## config.mk

```make
export PLATFORM = sky130hd
export DESIGN_NAME = spi_xfer_ctrl
export DESIGN_NICKNAME = d
export VERILOG_FILES = /design/src/rtl/spi_xfer_ctrl.sv
export SDC_FILE = /design/constraint.sdc
export NUM_CORES = 1
export LEC_CHECK = 0
export CAP_MARGIN = 20
export CORE_UTILIZATION = 43
export DETAILED_ROUTE_END_ITERATION = 16
export PLACE_DENSITY_LB_ADDON = 0.2
export SYNTH_ARGS = -nofsm -noshare
export SYNTH_HDL_FRONTEND = slang
export SYNTH_SLANG_ARGS = --single-unit
```

## constraint.sdc

```tcl
create_clock -name clk -period 4.9 [get_ports clk]
set_clock_uncertainty 0.05 [all_clocks]
set_input_delay 0.49 -clock clk [delete_from_list [all_inputs] [get_ports clk]]
set_output_delay 0.49 -clock clk [all_outputs]
set_load 0.01 [all_outputs]
```

## src/rtl/spi_xfer_ctrl.sv

```systemverilog
// SPI master transfer sequencer: one full-duplex DATA_W-bit word per start
// pulse, MSB first. The phases are IDLE, SETUP, XFER and HOLD.
// Optional feature macro: SPI_LOOPBACK_EN. When it is defined, the block has a
// loopback input. When loopback is sampled high at start, mosi is fed back in
// place of miso.
module spi_xfer_ctrl #(
  parameter int unsigned DATA_W  = 8,
  parameter int unsigned CLK_DIV = 4,
  parameter bit          CPOL    = 1'b0,
  parameter bit          CPHA    = 1'b0
) (
  input  logic              clk,
  input  logic              reset,
  input  logic              start_pulse,
  input  logic [DATA_W-1:0] tx_data,
  input  logic              miso,
`ifdef SPI_LOOPBACK_EN
  input  logic              loopback,
`endif
  output logic              busy,
  output logic              done_pulse,
  output logic [DATA_W-1:0] rx_data,
  output logic              sclk,
  output logic              mosi,
  output logic              cs_n
);

  localparam int unsigned DIV_W  = (CLK_DIV > 1) ? $clog2(CLK_DIV) : 1;
  localparam int unsigned EDGE_W = $clog2(2 * DATA_W);
  localparam logic [DIV_W-1:0]  DIV_LAST  = DIV_W'(CLK_DIV - 1);
  localparam logic [EDGE_W-1:0] EDGE_LAST = EDGE_W'(2 * DATA_W - 1);

  typedef enum logic [1:0] {IDLE, SETUP, XFER, HOLD} state_t;

  state_t              state_q;
  logic [DIV_W-1:0]    div_q;
  logic [EDGE_W-1:0]   edge_q;
  logic [DATA_W-1:0]   sr_q;
  logic                rxb_q;
  logic                sclk_q;
  logic                mosi_q;
  logic                cs_n_q;
  logic                busy_q;
  logic                done_q;
  logic [DATA_W-1:0]   rx_q;
  logic                lb_q;

  logic                rx_in;
  logic                div_tc;
  logic                leading;
  logic                last_edge;

  // Receive source, divider terminal count and sclk edge classification
  always_comb begin
    rx_in     = lb_q ? mosi_q : miso;
    div_tc    = (div_q == DIV_LAST);
    leading   = ~edge_q[0];
    last_edge = (edge_q == EDGE_LAST);
  end

  // Transfer sequencer with all pin and status outputs registered
  always_ff @(posedge clk or posedge reset) begin
    if (reset) begin
      state_q <= IDLE;
      div_q   <= '0;
      edge_q  <= '0;
      sr_q    <= '0;
      rxb_q   <= 1'b0;
      sclk_q  <= CPOL;
      mosi_q  <= 1'b0;
      cs_n_q  <= 1'b1;
      busy_q  <= 1'b0;
      done_q  <= 1'b0;
      rx_q    <= '0;
      lb_q    <= 1'b0;
    end else begin
      done_q <= 1'b0;
      case (state_q)
        IDLE: begin
          if (start_pulse) begin
            sr_q    <= tx_data;
            cs_n_q  <= 1'b0;
            busy_q  <= 1'b1;
            div_q   <= '0;
            edge_q  <= '0;
            if (!CPHA) mosi_q <= tx_data[DATA_W-1];
`ifdef SPI_LOOPBACK_EN
            lb_q    <= loopback;
`else
            lb_q    <= 1'b0;
`endif
            state_q <= SETUP;
          end
        end
        SETUP: begin
          if (div_tc) begin
            div_q   <= '0;
            state_q <= XFER;
          end else begin
            div_q <= div_q + 1'b1;
          end
        end
        XFER: begin
          if (div_tc) begin
            div_q  <= '0;
            sclk_q <= ~sclk_q;
            edge_q <= edge_q + 1'b1;
            // With CPHA=0 the sampled bit is parked in rxb_q until the
            // trailing shift. This keeps tx bits still to be sent intact.
            if (leading) begin
              if (!CPHA) begin
                rxb_q <= rx_in;
              end else begin
                mosi_q <= sr_q[DATA_W-1];
                sr_q   <= {sr_q[DATA_W-2:0], 1'b0};
              end
            end else begin
              if (!CPHA) begin
                sr_q <= {sr_q[DATA_W-2:0], rxb_q};
                if (!last_edge) mosi_q <= sr_q[DATA_W-2];
              end else begin
                sr_q <= {sr_q[DATA_W-1:1], rx_in};
              end
            end
            if (last_edge) state_q <= HOLD;
          end else begin
            div_q <= div_q + 1'b1;
          end
        end
        HOLD: begin
          if (div_tc) begin
            div_q   <= '0;
            edge_q  <= '0;
            cs_n_q  <= 1'b1;
            busy_q  <= 1'b0;
            rx_q    <= sr_q;
            done_q  <= 1'b1;
            state_q <= IDLE;
          end else begin
            div_q <= div_q + 1'b1;
          end
        end
        default: state_q <= IDLE;
      endcase
    end
  end

  assign busy       = busy_q;
  assign done_pulse = done_q;
  assign rx_data    = rx_q;
  assign sclk       = sclk_q;
  assign mosi       = mosi_q;
  assign cs_n       = cs_n_q;

endmodule
```

; Word-level counts from Yosys, hierarchy flattened
; Cells that the tools add are included.
[classes]
n_addsub = 2
bitwise = 2
n_eq_ne = 12
n_mux = 30
n_reduce_logical = 13
[op_table]
columns = op, n
row1 = 2-to-1 mux 8 bit, 3
row2 = case mux 8 bit (2 select lines), 1
row3 = 2-to-1 mux 2 bit, 7
row4 = != test 2 bit (second input constant), 7
row5 = 2-to-1 mux 4 bit, 3
row6 = case mux 4 bit (3 select lines), 1
row7 = 2-to-1 mux 1 bit, 10
row8 = AND reduction 5 bit, 2
row9 = case mux 2 bit (4 select lines), 1
row10 = AND reduction 4 bit, 2
row11 = equality test 2 bit (second input constant), 3
row12 = case mux 1 bit (2 select lines), 3
row13 = AND reduction 3 bit, 2
row14 = adder 4 x 1 -> 4 bit (second input constant), 1
row15 = equality test 4 bit (second input constant), 1
row16 = case mux 2 bit (2 select lines), 1
row17 = AND reduction 2 bit, 2
row18 = nonzero test 2 bit, 2
row19 = nonzero test 3 bit, 1
row20 = OR reduction 3 bit, 1
row21 = adder 2 x 1 -> 2 bit (second input constant), 1
row22 = equality test 2 x 1 -> 1 bit (second input constant), 1
row23 = zero test 2 bit, 1
row24 = inverter 1 bit, 2
[word_totals]
reg_bits = 30
wordCells = 70
inputBits = 12

; Depth between registers and ports, before layout
; Gate-level depths: netlist of the first run.
[logic_depth]
word_depth = 5
depth_mapped = 7

; Worst setup path after synthesis of the first run
; Ideal clock, no wire load.
[synth_path]
kind = register -> register
from = register state_q[0]
to = register sr_q[0]
path_stages_with_launch = 7
setup_time_ns = 0.125
synth_period_minus_slack_ns = 1.840
t_arrival_ns = 1.666
required_time_ns = 4.725
slack_ns = 3.060
path_cell_list = dfrtp_1 inv_1 ha_1 nor2b_4 buf_6 nor3_4 mux2_2
[synth_between]
elab_chain_cells = 3
elab_cells_between_ends = 8
classes_between = eq/ne (4) / mux (1) / reduce/logical (3)
[synth_rtl]
columns = item, line_no
row1 = from (decl), 35  ; state_t state_q;
row2 = from (signal assigned), 64  ; state_q <= IDLE;
row3 = from (signal assigned), 92  ; state_q <= SETUP;
row4 = from (signal assigned), 98  ; state_q <= XFER;
row5 = equality test 2 bit / zero test 2 bit (equally long branches), 78  ; case (state_q)
row6 = != test 2 bit (no line) / nonzero test 2 bit (equally long branches), -
row7 = AND reduction 4 bit (no line), -
row8 = to (signal assigned), 81  ; sr_q <= tx_data;
row9 = to (signal assigned), 115  ; sr_q <= {sr_q[DATA_W-2:0], 1'b0};
row10 = to (signal assigned), 119  ; sr_q <= {sr_q[DATA_W-2:0], rxb_q};
row11 = to (decl), 38  ; logic [DATA_W-1:0] sr_q;
; Several ways; a longest one is shown, not always the timed one.
; A chain may end at the register's enable or synchronous reset.

; Worst setup path after layout of the first run
[layout_path]
from = register state_q[0]
to = register sr_q[5]
; The elaborated chain is that of the path after synthesis.

==> results of run 1 <==
## worst max-delay path by stage
| stage | startpoint | endpoint | slack, ns | depth (start not counted) |
|---|---|---|---|---|
| 4_1_cts | state_q[0]$_DFFE_PP0P_ | sr_q[2]$_DFFE_PP0P_ | 2.50 | 5 |
| 3_5_place_dp | state_q[0]$_DFFE_PP0P_ | sr_q[2]$_DFFE_PP0P_ | 2.56 | 5 |
| 2_1_floorplan | state_q[0]$_DFFE_PP0P_ | sr_q[0]$_DFFE_PP0P_ | 3.06 | 6 |
| 5_1_grt | state_q[0]$_DFFE_PP0P_ | sr_q[5]$_DFFE_PP0P_ | 2.36 | 5 |
| 6_report | state_q[0]$_DFFE_PP0P_ | sr_q[5]$_DFFE_PP0P_ | 2.53 | 5 |
| 3_3_place_gp | state_q[0]$_DFFE_PP0P_ | sr_q[4]$_DFFE_PP0P_ | 2.65 | 5 |
## cell usage in the layout, fill, tap and decap left out, drive strengths merged, types with 2 or more instances in the layout
cell type,instances
nand2b,4
nand2,9
mux2i,2
nor3,3
clkbuf,6
o21ai,3
a21o,2
ha,8
inv,7
dfrtp,29
a21oi,3
nor2b,2
clkdlybuf4s50,24
mux2,25
nor2,3
## cells by family (layout without fill, tap and decap cells)
group           after synthesis  in the layout  synth area share
simple gates                 27             27             0.106
xor+xnor                      1              1           0.00578
flops                        30             30             0.496
fa+ha+maj                     8              8            0.0660
compound gates               17             17            0.0883
mux                          27             27             0.199
buf+inv                      11             39            0.0388
## power breakdown
| part | total (µW) | switching [µW] | leakage [µW] | internal, µW |
|---|---|---|---|---|
| logic | 586 | 253 | 0.000418 | 333 |
| registers | 434 | 73.6 | 0.000366 | 361 |
| clock network | 208 | 89.1 | 0.0000443 | 119 |
| total | 1230 | 416 | 0.000828 | 812 |
## final cells by class
class	instances	area, µm²	area share
Tap cell	46	57.6	0.0304
Inverter	7	26.3	0.0139
Multi-Input combinational cell	80	706	0.373
Sequential cell	30	752	0.398
Clock buffer	6	51.3	0.0271
Clock inverter	1	30.0	0.0159
Timing Repair Buffer	25	268	0.142
## critical path, cell delays in order (launching register included)
cell     delay, ns
dfrtp_1       0.45
inv_1         0.13
ha_1          0.64
nor2_1        0.19
nor3_4        0.41
mux2_2        0.39
## flip-flops by register name, summed over array words and instances, names as in the netlist
| signal | count |
|---|---|
| sr_q | 8 |
| rxb_q | 1 |
| mosi | 1 |
| busy | 1 |
| cs_n | 1 |
| sclk | 1 |
| edge_q | 4 |
| rx_data | 8 |
| div_q | 2 |
| state_q | 2 |
| done_pulse | 1 |
## metrics by stage
| step | instance area (µm²) | worst slack (ns) | instances | total power [µW] |
|---|---|---|---|---|
| finish | 1890 | 2.53 | 195 | 1230 |
| global route | 1890 | 2.36 | 195 | 1310 |
| CTS | 1890 | 2.50 | 195 | 1240 |
| detailed placement | 1810 | 2.56 | 188 | 1030 |
| global placement | 1780 | 2.65 | 187 | 1000 |
| floorplan | 1520 | 3.06 | 121 | 854 |
## per-layer routing
metal  vias up  GRT usage  part of all wire
met2        28      0.250              0.46
met3         6     0.0714             0.053
li1        483          -                 -
met4         0     0.0857             0.021
met5         -          0                 0
met1       485      0.203              0.46
==> flow_summary.yaml, run 1 <==
timing:
  rsz0062_at_grt: "no"
  fin_tns_setup_ns: 0
  hold_slack_ns: 0.430
  max_freq_mhz: 423
  hold_viol: 0
  fin_crit_ns: 2.37
  worst_pin_slew_ns: 0.730
  finalCritPeriodShare: 0.483
  setup_viol: 0
  maxSlewViolCount: 0
  slew_headroom: 0.514
worst_setup_path:
  critPathCaptureType: "flip-flop"
  rr_endpoint: "sr_q[5]$_DFFE_PP0P_"
  critPathKind: "reg -> reg"
  crit_fanout: 20
  arrival_ns: 2.54
  worstReg2RegStart: "state_q[0]$_DFFE_PP0P_"
  reg2reg_slack_ns: 2.53
  reg2reg_depth: 5
  start_kind: "flip-flop"
  cp_data_required_time_ns: 5.08
cts:
  cts_hold_buf: 0
  cts_tree: "done"
  clkSlewWorstSetupHoldPaths_ns: 0.10
  cts_made_buffers: 5
  cts.sinks: 30
  root_buffer: "clkbuf_4"
  h-tree-depth: 2
  clk_latency_ns: 0.34
  post-cts-setup-buffers: 0
  cts_resized: 0
  cts_buffer_depth: 2
synthesis:
  netlist_area_um2: 1520
  synth-seq-area-share: 0.496
  synth-seq-cells: 30
  ys_warn_count: 0
  yosys.area.top_type: "dfrtp_1"
  synth_edf_count: 0
  synth-async-reset-ratio: 1.00
  syn_inst: 121
  ys_top_cells_by_count: "dfrtp_1, mux2_2, nand2_1"
  syn_nets: 141
  synth_ff_type: "dfrtp_1"
  synth_area_per_cell_um2: 12.5
  yosysMostFrequentCell: "dfrtp_1"
  synth_top_area_frac: 0.479
  yosys-top-cells-area: "dfrtp_1, mux2_2, ha_1, nand2_1, dfstp_2"
  synth_cell_types: 35
final_layout:
  diodes: 0
  syn2layout_area_growth_pct: 24.7
  final_nets: 169
  layout-drive-gt1-share: 0.262
  fill_cells: 315
  fin_util: 0.562
place:
  port_buffers: 24
  hpwl_mm: 2.01
  finalWeightedCongestion: 0.767
status:
  status: "finished clean"
min_path:
  min_from: "sclk$_DFFE_PP0P_"
  whs_endpoint: "sclk$_DFFE_PP0P_"
  holdPathStages: 1
  hold_path.class: "reg -> reg"
die:
  die-width_um: 61.4
  initial_utilization: 0.451
  die_area_um2: 3770
  die_h_um: 61.4
  rows: 21
  coreArea_um2: 3360
  io_pins: 25
detailed_routing:
  ant_nets: 0
  finalWirelength_mm: 2.78
  drt_iter0_drc: 41
  drc: 0
  firstDrtPassIters: 4
  vias: 1002
  routed_via_density: 5.14
  avgRoutedWirePerCell_um: 14.2
global_route:
  grt_pass1_wl_mm: 4.30
  globalRoute.totalOverflow: 0
  grt_max_degree: 21
  track_usage: 0.166
  grt_antenna_before_repair: 0
  grt_pass1_vias: 943
power:
  p_leak_uw: 0.000828
  ir_drop_mv: 0.310
  powerDensity_nw_per_um2: 650
flow_run:
  drv_cap: 0
Note: power is estimated with default switching activity, not from simulation.
==> run 2, diff against run 1 <==
- clock period: 4.9 -> 2.2 ns (I/O delays scaled with it)
==> run 2 against run 1 <==
Worst setup slack worse by 2.3 ns. Critical path depth is 1 higher. Largest power group unchanged. Highest routed layer unchanged. Final cell count is 2.1% higher. Via count is 2.8% higher.
==> flow_summary.yaml, run 2 (synthesized netlist as in run 1, its figures left out) <==
cts:
  cts.sinks: 30
  cts_resized: 0
  cts_hold_buf: 0
  clk_latency_ns: 0.33
  cts_made_buffers: 5
  cts_tree: "done"
  h-tree-depth: 2
  root_buffer: "clkbuf_4"
  clkSlewWorstSetupHoldPaths_ns: 0.10
  cts_buffer_depth: 2
  post-cts-setup-buffers: 0
place:
  placed_cells: 191
  finalWeightedCongestion: 0.780
  hpwl_mm: 1.90
  port_buffers: 24
global_route:
  track_usage: 0.163
  globalRoute.totalOverflow: 0
  grt_pass1_wl_mm: 4.24
  grt_pass1_vias: 948
  grt_max_degree: 31
  grt_antenna_before_repair: 0
timing:
  rsz0062_at_grt: "no"
  fin_crit_ns: 1.99
  fin_tns_setup_ns: 0
  setup_viol: 0
  maxSlewViolCount: 0
  slew_headroom: 0.705
  hold_viol: 0
  finalCritPeriodShare: 0.906
  max_freq_mhz: 501
  worst_pin_slew_ns: 0.441
worst_setup_path:
  arrival_ns: 2.17
  worstReg2RegStart: "state_q[0]$_DFFE_PP0P_"
  critPathKind: "reg -> reg"
  crit_fanout: 11
  rr_endpoint: "state_q[1]$_DFFE_PP0P_"
  critPathCaptureType: "flip-flop"
  reg2reg_depth: 6
  reg2reg_slack_ns: 0.21
  cp_data_required_time_ns: 2.38
  start_kind: "flip-flop"
detailed_routing:
  vias: 1030
  routed_via_density: 5.18
  finalWirelength_mm: 2.72
  ant_nets: 0
  drt_iter0_drc: 24
  avgRoutedWirePerCell_um: 13.7
  drc: 0
  firstDrtPassIters: 4
die:
  die-width_um: 61.4
  die_area_um2: 3770
  rows: 21
  io_pins: 25
  die_h_um: 61.4
  coreArea_um2: 3360
  initial_utilization: 0.451
final_layout:
  syn2layout_area_growth_pct: 26.8
  diodes: 0
  layout_commonest_cell: "dfrtp_1"
  final_nets: 172
  layout-drive-gt1-share: 0.281
  instances_no_fill: 199
  layout_common_cells: "dfrtp_1, mux2_2, clkdlybuf4s50_1, nand2_1, ha_1"
power:
  p_leak_uw: 0.000850
  powerDensity_nw_per_um2: 1500
  ir_drop_mv: 0.620
min_path:
  hold_path.class: "in -> async"
status:
  status: "finished clean"
flow_run:
  drv_cap: 0
-- run 2: critical path, stage by stage (launching register included) --
cell and delay [ns]:
dfrtp_1 0.44, inv_1 0.10, ha_1 0.26, buf_4 0.21
nor3_1 0.23, o221a_2 0.25, mux2_2 0.33
-- run 2: per-stage QoR --
step	instance area, µm²	total power (µW)	util	hold WS, ns	setup slack (ns)
after floorplan	1520	1900	-	0.260	0.360
after global placement	1810	2280	0.539	0.414	0.312
after detailed placement	1810	2320	0.539	0.422	0.239
after CTS	1920	2910	0.572	0.193	0.209
after global routing	1920	3090	0.572	0.228	0.125
final	1920	2890	0.572	0.194	0.206
-- run 2: power breakdown --
part	internal (µW)	leakage [µW]	total (µW)	switching, µW
registers	803	0.000366	969	166
logic	763	0.000426	1330	568
clock network	385	0.0000585	585	201
-- run 2: how the worst max path moves through the flow --
stage | start | endpoint | slack (ns) | cells after the start
2_1_floorplan | state_q[0]$_DFFE_PP0P_ | sr_q[0]$_DFFE_PP0P_ | 0.36 | 6
3_3_place_gp | state_q[0]$_DFFE_PP0P_ | state_q[1]$_DFFE_PP0P_ | 0.31 | 6
3_5_place_dp | state_q[0]$_DFFE_PP0P_ | sr_q[1]$_DFFE_PP0P_ | 0.24 | 5
4_1_cts | state_q[0]$_DFFE_PP0P_ | sr_q[1]$_DFFE_PP0P_ | 0.21 | 5
5_1_grt | state_q[0]$_DFFE_PP0P_ | sr_q[4]$_DFFE_PP0P_ | 0.13 | 5
6_report | state_q[0]$_DFFE_PP0P_ | state_q[1]$_DFFE_PP0P_ | 0.21 | 6
-- run 2: layout make-up --
cell class / count / area, µm²
clock inverter: 2 / 60.1
clock buffer: 6 / 51.3
fill: 310 / 1440
sequential: 30 / 752
multi-input combinational: 80 / 706
tap: 46 / 57.6
inverter: 7 / 26.3
timing repair buffer: 28 / 270
-- run 2: per-layer routing --
layer	track usage	routed length, µm	vias up
met4	0.105	62	0
met5	0	0	-
met2	0.248	1230	24
li1	-	-	494
met1	0.204	1330	505
met3	0.0462	97	7
==> run 3, diff against run 2 <==
- CTS_CLUSTER_SIZE: default -> 12
==> results of run 3 <==
Same layout as run 2: the final DEF is identical, and so are final timing and power.
